**config.mk**
```make
export PLATFORM = sky130hd
export DESIGN_NAME = wb_shared_bus
export DESIGN_NICKNAME = d
export VERILOG_FILES = /design/src/rtl/wb_shared_bus.sv
export SDC_FILE = /design/constraint.sdc
export NUM_CORES = 1
export LEC_CHECK = 0
export ABC_AREA = 1
export CAP_MARGIN = 5
export CORE_UTILIZATION = 44
export CTS_BUF_LIST = sky130_fd_sc_hd__clkbuf_8
export CTS_CLUSTER_DIAMETER = 100
export DETAILED_ROUTE_END_ITERATION = 12
export PLACE_DENSITY = 0.84
export SKIP_LAST_GASP = 1
export SYNTH_ARGS = -nofsm -noshare
export SYNTH_HDL_FRONTEND = slang
export SYNTH_SLANG_ARGS = --single-unit
```
**constraint.sdc**
```tcl
create_clock -name clk_i -period 5.3 [get_ports clk_i]
set_input_delay 1.06 -clock clk_i [delete_from_list [all_inputs] [get_ports clk_i]]
set_output_delay 1.06 -clock clk_i [all_outputs]
set_load 0.1 [all_outputs]
```
**src/rtl/wb_shared_bus.sv**
```systemverilog
// Single-master Wishbone shared bus: decodes one master request to one of NUM_SLAVES slaves and returns its response.
// Optional watchdog (macro WB_BUS_TIMEOUT_EN) errors a transfer after TIMEOUT_CYCLES cycles in ACTIVE.
module wb_shared_bus #(
  parameter int                          NUM_SLAVES     = 2,
  parameter logic [32*NUM_SLAVES-1:0]    SLAVE_BASE     = {32'h0000_1000, 32'h0000_0000},
  parameter logic [32*NUM_SLAVES-1:0]    SLAVE_MASK     = {32'hFFFF_F000, 32'hFFFF_F000},
  parameter int                          TIMEOUT_CYCLES = 255
) (
  input  logic                      clk_i,
  input  logic                      async_rst_i,
  input  logic [31:0]               m_adr_i,
  input  logic [31:0]               m_dat_i,
  output logic [31:0]               m_dat_o,
  input  logic                      m_we_i,
  input  logic [3:0]                m_sel_i,
  input  logic                      m_cyc_i,
  input  logic                      m_stb_i,
  input  logic                      m_lock_i,
  output logic                      m_ack_o,
  output logic                      m_err_o,
  output logic                      m_rty_o,
  output logic [31:0]               s_adr_o,
  output logic [31:0]               s_dat_o,
  output logic                      s_we_o,
  output logic [3:0]                s_sel_o,
  output logic                      s_lock_o,
  output logic [NUM_SLAVES-1:0]     s_cyc_o,
  output logic [NUM_SLAVES-1:0]     s_stb_o,
  input  logic [32*NUM_SLAVES-1:0]  s_dat_i,
  input  logic [NUM_SLAVES-1:0]     s_ack_i,
  input  logic [NUM_SLAVES-1:0]     s_err_i,
  input  logic [NUM_SLAVES-1:0]     s_rty_i,
  output logic [15:0]               err_count_o,
  output logic                      busy_o
);

  localparam int SW = (NUM_SLAVES > 1) ? $clog2(NUM_SLAVES) : 1;

  typedef enum logic [1:0] {IDLE, ACTIVE, RESP, DERR} state_t;

  state_t        state_q, state_d;
  logic [SW-1:0] slv_q, hit_idx;
  logic          hit_any;
  logic [31:0]   adr_q, wdat_q, rdat_q;
  logic          we_q, lock_q;
  logic [3:0]    sel_q;
  logic [2:0]    kind_q;  // one-hot {err, rty, ack}
  logic [15:0]   err_cnt_q;
  logic          req, sel_ack, sel_err, sel_rty, any_rsp, timeout;
  logic [31:0]   sel_rdat;

  assign req = m_cyc_i & m_stb_i;

  // Descending scan so the lowest hitting index is the one that sticks.
  always_comb begin
    hit_any = 1'b0;
    hit_idx = '0;
    for (int i = NUM_SLAVES - 1; i >= 0; i--) begin
      if ((m_adr_i & SLAVE_MASK[32*i +: 32]) == (SLAVE_BASE[32*i +: 32] & SLAVE_MASK[32*i +: 32])) begin
        hit_any = 1'b1;
        hit_idx = SW'(i);
      end
    end
  end

  always_comb begin
    sel_ack  = 1'b0;
    sel_err  = 1'b0;
    sel_rty  = 1'b0;
    sel_rdat = '0;
    for (int i = 0; i < NUM_SLAVES; i++) begin
      if (slv_q == SW'(i)) begin
        sel_ack  = s_ack_i[i];
        sel_err  = s_err_i[i];
        sel_rty  = s_rty_i[i];
        sel_rdat = s_dat_i[32*i +: 32];
      end
    end
  end

  assign any_rsp = sel_ack | sel_err | sel_rty;

`ifdef WB_BUS_TIMEOUT_EN
  logic [15:0] to_cnt_q;

  always_ff @(posedge clk_i or posedge async_rst_i) begin
    if (async_rst_i)               to_cnt_q <= '0;
    else if (state_q != ACTIVE)    to_cnt_q <= '0;
    else                           to_cnt_q <= to_cnt_q + 16'd1;
  end

  assign timeout = (state_q == ACTIVE) && (to_cnt_q == 16'(TIMEOUT_CYCLES - 1));
`else
  // No watchdog: the parameter stays on the interface but never fires.
  assign timeout = (TIMEOUT_CYCLES < 0);
`endif

  always_ff @(posedge clk_i or posedge async_rst_i) begin
    if (async_rst_i) state_q <= IDLE;
    else             state_q <= state_d;
  end

  // A master abort beats a same-edge slave response or timeout.
  always_comb begin
    state_d = state_q;
    case (state_q)
      IDLE:    if (req) state_d = hit_any ? ACTIVE : DERR;
      ACTIVE:  begin
        if (!m_cyc_i)                state_d = IDLE;
        else if (any_rsp || timeout) state_d = RESP;
      end
      RESP:    state_d = IDLE;
      DERR:    state_d = IDLE;
      default: state_d = IDLE;
    endcase
  end

  always_ff @(posedge clk_i or posedge async_rst_i) begin
    if (async_rst_i) begin
      slv_q     <= '0;
      adr_q     <= '0;
      wdat_q    <= '0;
      we_q      <= 1'b0;
      sel_q     <= '0;
      lock_q    <= 1'b0;
      rdat_q    <= '0;
      kind_q    <= '0;
      err_cnt_q <= '0;
    end else begin
      if (state_q == IDLE && req) begin
        slv_q  <= hit_idx;
        adr_q  <= m_adr_i;
        wdat_q <= m_dat_i;
        we_q   <= m_we_i;
        sel_q  <= m_sel_i;
        lock_q <= m_lock_i;
        if (!hit_any) rdat_q <= '0;
      end
      if (state_q == ACTIVE && m_cyc_i) begin
        if (any_rsp) begin
          kind_q <= sel_err ? 3'b100 : (sel_rty ? 3'b010 : 3'b001);
          rdat_q <= sel_rdat;
        end else if (timeout) begin
          kind_q <= 3'b100;
          rdat_q <= '0;
        end
      end
      if (m_err_o && err_cnt_q != 16'hFFFF) err_cnt_q <= err_cnt_q + 16'd1;
    end
  end

  always_comb begin
    s_cyc_o = '0;
    for (int i = 0; i < NUM_SLAVES; i++) begin
      s_cyc_o[i] = (state_q == ACTIVE) && (slv_q == SW'(i));
    end
  end

  assign s_stb_o     = s_cyc_o;
  assign s_adr_o     = adr_q;
  assign s_dat_o     = wdat_q;
  assign s_we_o      = we_q;
  assign s_sel_o     = sel_q;
  assign s_lock_o    = lock_q && (state_q == ACTIVE || state_q == RESP);
  assign m_dat_o     = rdat_q;
  assign m_ack_o     = (state_q == RESP) && kind_q[0];
  assign m_rty_o     = (state_q == RESP) && kind_q[1];
  assign m_err_o     = ((state_q == RESP) && kind_q[2]) || (state_q == DERR);
  assign err_count_o = err_cnt_q;
  assign busy_o      = (state_q != IDLE);

endmodule
```
# Yosys cells after proc, flatten, opt, wreduce, memory -nomap -nowiden
# Index checks and enable logic that the tools add are counted.
# classes
mul	0
addsub	1
n_reduce_logical	17
mux	18
eq_ne	7
div	0
shifts	0
magnitude_cmp	0
n_bitwise	4
# ops
operator	n
two-way mux 32 bit	5
zero test 32 bit	1
equality test 20 x 1 -> 1 bit (second input constant)	1
adder 16 x 1 -> 16 bit (second input constant)	1
inequality test 16 bit (second input constant)	1
two-way mux 2 bit	5
logical AND 1 bit	9
two-way mux 1 bit	6
one-hot mux 2 bit (3 select lines)	1
equality test 2 bit (second input constant)	2
AND reduction 2 bit	2
two-way mux 3 bit	1
inequality test 3 bit (second input constant)	1
equality test 2 x 1 -> 1 bit (second input constant)	1
zero test 2 bit	1
logical OR 1 bit	2
inequality test 2 bit (second input constant)	1
OR 1 bit	2
nonzero test 2 bit	1
OR reduction 2 bit	1
AND 1 bit	1
inverter 1 bit	1
# totals
elab_cells	57
mem_count	0
output_inout_bits	126
ram_bits	0
rom_bits	0
latchBits	0
ff_bits	124
in_bits	144

# Logic depth before layout (Yosys ltp)
# logic_depth
word_depth	7
ltp_mapped	13
depth_no_buf	10

# Least setup slack after synthesis
# OpenSTA, ideal clock, no wires.
# synth_path
kind	flip-flop to output port
startpoint	reg slv_q
endpoint	out s_stb_o[0]
required_time_ns	4.240
slack_ns	1.758
path_stages_with_launch	5
t_arrival_ns	2.482
cell_sequence	dfrtp_1 -> buf_6 -> clkbuf_1 -> nor2_1 -> buf_4
# synth_via
elab_chain_len	2
# synth_lines
item	line_no	source
from (decl)	42	logic [SW-1:0] slv_q, hit_idx;
from (signal assigned)	131	slv_q <= hit_idx;
inverter 1 bit	155	s_cyc_o[i] = (state_q == ACTIVE) && (slv_q == SW'(i));
logical AND 1 bit	155	
to (decl)	28	output logic [NUM_SLAVES-1:0] s_stb_o,
# No other way between the ends.

# Worst setup path after layout
# layout_path
startpoint	reg state_q[0]
endpoint	out m_err_o
# layout_via
elab_chain_len	3
elab_cells_between_ends	4
classes_between	2 x eq/ne; 2 x reduce/logical
# layout_lines
item	line_no	source
from (decl)	41	state_t state_q, state_d;
from (signal assigned)	100	else state_q <= state_d;
equality test 2 bit	168	assign m_err_o = ((state_q == RESP) && kind_q[2]) || (state_q == DERR);
logical AND 1 bit	168	
logical OR 1 bit *	168	
to (decl)	20	output logic m_err_o,
# Mark *: on every way between the ends. The rest lies on a longest branch, timed or not.

==> results.tsv <==
stage	metric	value	unit
status	status	complete, no violations	
global_route	antenna_found_initial	0	
logic_synthesis	synthesis.instances	838	
finish	layout.cells.most_common	nand2_1	
critical_path	cpLargestDelayFamily	buffers and inverters	
clocking	clkTransAtPathRegs	0.07	ns
floorplanning	core	0.0133	sq mm
sta	period_share	68.6	%
clocking	clock_sinks	124	
finish	area_growth	51.9	%
logic_synthesis	syn_area_per_cell	7.25	sq um
global_route	use_met2	40.5	%
logic_synthesis	netlist_top_cells_area	dfrtp_1 51%, nand2_1 29%, inv_1 4.6%	
critical_path	cp-end-kind	output pin	
floorplanning	chipHeight	120	um
routing	ant_nets	0	
clocking	ctsResizeCount	0	
logic_synthesis	syn_nets	988	
logic_synthesis	synth_seq_area_share	51.0	%
routing	route.detailed.drc	0	
logic_synthesis	synth-edff-count	0	
logic_synthesis	ys_async_sr_fraction	100	%
logic_synthesis	synth_top_area_share	51.0	%
logic_synthesis	netlist_area	0.00608	sq mm
global_route	gr-usage-met1	28.7	%
global_route	track_usage	24.4	%
logic_synthesis	synth_cell_types	23	
sta	max_slew_margin	21.5	%
sta	skew	0.00646	ns
place	gp_congestion	0.835	
finish	drive_gt1_share	5.86	%
logic_synthesis	ys.warnings.count	0	
critical_path	slowest_stage	clkdlybuf4s50_1	
global_route	grt_pass1_vias	5629	
place	dp_hpwl	12100	um
sta	slew_violations	0	
clocking	post_cts_buffers	0	
sta	fin_crit	3.63	ns
global_route	grt_pass1_wl	27000	um
floorplanning	rows	42	
sta	finalSetupViolCount	0	
sta	rsz0062_at_grt	no	
logic_synthesis	yosys.area.top_type	dfrtp_1	
logic_synthesis	synth_seq_cells	124	
critical_path	crit_arrival	2.57	ns
logic_synthesis	synth-main-ff-cell	dfrtp_1	
global_route	gr-usage-met3	7.13	%
critical_path	required	4.24	ns
floorplanning	die_width	120	um
routing	dr.first_iter.drc_count	471	
sta	worstMarginPinSlew	1.18	ns
routing	wirelength	16600	um
critical_path	path_max_fanout	4	
clocking	holdBufCountCts	0	
floorplanning	initial_core_util	45.5	%
sta	finalHoldViolCount	0	
job	cap_violations	0	
clocking	cts_buffer_depth	2	
place	io_buffers	269	
floorplanning	die_area	0.0143	sq mm
hold_path	hp-class	flop to flop	
sta	fmax	0.275	GHz
routing	route.vias.total	5998	
finish	diodes	0	
clocking	insertion_delay	0.44	ns
clocking	cts-root-buf	clkbuf_8	
critical_path	timing_worst_setup_path_type	flop to output pin	
floorplanning	io_pins	270	
critical_path	critical_path.cell_chain	inv_1 > ha_1 > a21o_1 > clkdlybuf4s50_1	
routing	wire_per_inst	12.9	um
global_route	busiest_layer	met2	
sta	tns	0	ns
critical_path	worstSetupStartpointType	flop	
clocking	ctsHtreeMaxLevel	4	
routing	routed_via_density	4.67	
finish	layout.nets	1246	
routing	drt_pass1_iterations	4	
global_route	grt-ovfl-total	0	
critical_path	crit_buf_inv	2	
finish	layout_common_cells	469 x nand2_1, 269 x clkdlybuf4s50_1, 124 x dfrtp_1	
critical_path	max_stage_delay	1.16	ns
clocking	cts_buffers	17	
clocking	cts_tree	done	
global_route	grt_max_degree	78	
-- kinds of logic after synthesis --
logic type                 synth area share [%]
buffers and inverters                      8.07
DFF                                        51.0
adders and majority gates                  1.23
xor gates and xnor gates                  0.864
AOI/OAI and AO/OA                          2.10
and+or+nand+nor                            36.7
-- tightest hold or removal path: cells and delay by family (launching register included) --
kind             cells  cell delay, ns
DFF                  1            0.35
and+or+nand+nor      2            0.09
-- registers in the layout, indices dropped and copies added (netlist names) --
register,cells
s_we_o,1
s_sel_o,4
slv_q,1
kind_q,3
s_dat_o,32
m_dat_o,32
state_q,2
err_count_o,16
lock_q,1
s_adr_o,32
-- path summary, 6_finish.rpt --
| kind | startpoint | end | slack [ns] | cells after the start |
|---|---|---|---|---|
| max | state_q[0]$_DFFE_PP0P_ | m_err_o | 1.67 | 4 |
| min | s_adr_o[0]$_DFFE_PP0P_ | s_adr_o[0]$_DFFE_PP0P_ | 0.47 | 2 |
| max reg2reg | slv_q$_DFFE_PP0P_ | m_dat_o[28]$_DFF_PP0_ | 2.39 | 11 |
| min reg2reg | s_adr_o[0]$_DFFE_PP0P_ | s_adr_o[0]$_DFFE_PP0P_ | 0.47 | 2 |
| max in group asynchronous | async_rst_i | m_dat_o[18]$_DFF_PP0_ | 3.19 | 3 |
| min in group asynchronous | async_rst_i | err_count_o[5]$_DFFE_PP0P_ | 1.16 | 2 |
-- routing by layer --
layer,part of all wire [%],up-vias
met5,0,-
met4,3.5,0
met3,7.2,40
met2,49,240
met1,41,2705
li1,-,3013
-- per-stage QoR --
step                std cells  util [%]  hold WS (ns)  setup slack [ns]  area [sq um]
finish                   1285      69.2         0.470              1.67          9230
global placement         1253      66.3         0.453              1.83          8850
floorplan                 838         -         0.442             0.941          6080
global route             1285      69.2         0.491              1.49          9230
CTS                      1285      69.2         0.475              1.64          9230
detailed placement       1253      66.3         0.457              1.77          8850
-- cell usage after synthesis, types with 4 or more instances --
| master | instances |
|---|---|
| buf_2 | 15 |
| buf_6 | 5 |
| clkbuf_1 | 14 |
| dfrtp_1 | 124 |
| ha_1 | 6 |
| inv_1 | 74 |
| nand2_1 | 469 |
| nand2_2 | 5 |
| nand3_1 | 14 |
| nand4_1 | 7 |
| nor2_1 | 42 |
| nor2_2 | 17 |
| nor3_1 | 7 |
| o21ai_0 | 23 |
| xor2_1 | 4 |
-- layout make-up --
| type | instances | area, sq um |
|---|---|---|
| fillers | 1121 | 4110 |
| flip-flops and latches | 124 | 3100 |
| well taps | 176 | 220 |
| clock buffers | 19 | 262 |
| multi-input cells | 601 | 2490 |
| inverters | 77 | 294 |
| clock inverters | 13 | 126 |
| repair buffers | 275 | 2740 |
Power is not shown: default switching activity piles up to over one toggle a cycle in this logic, so the estimate is an artifact.
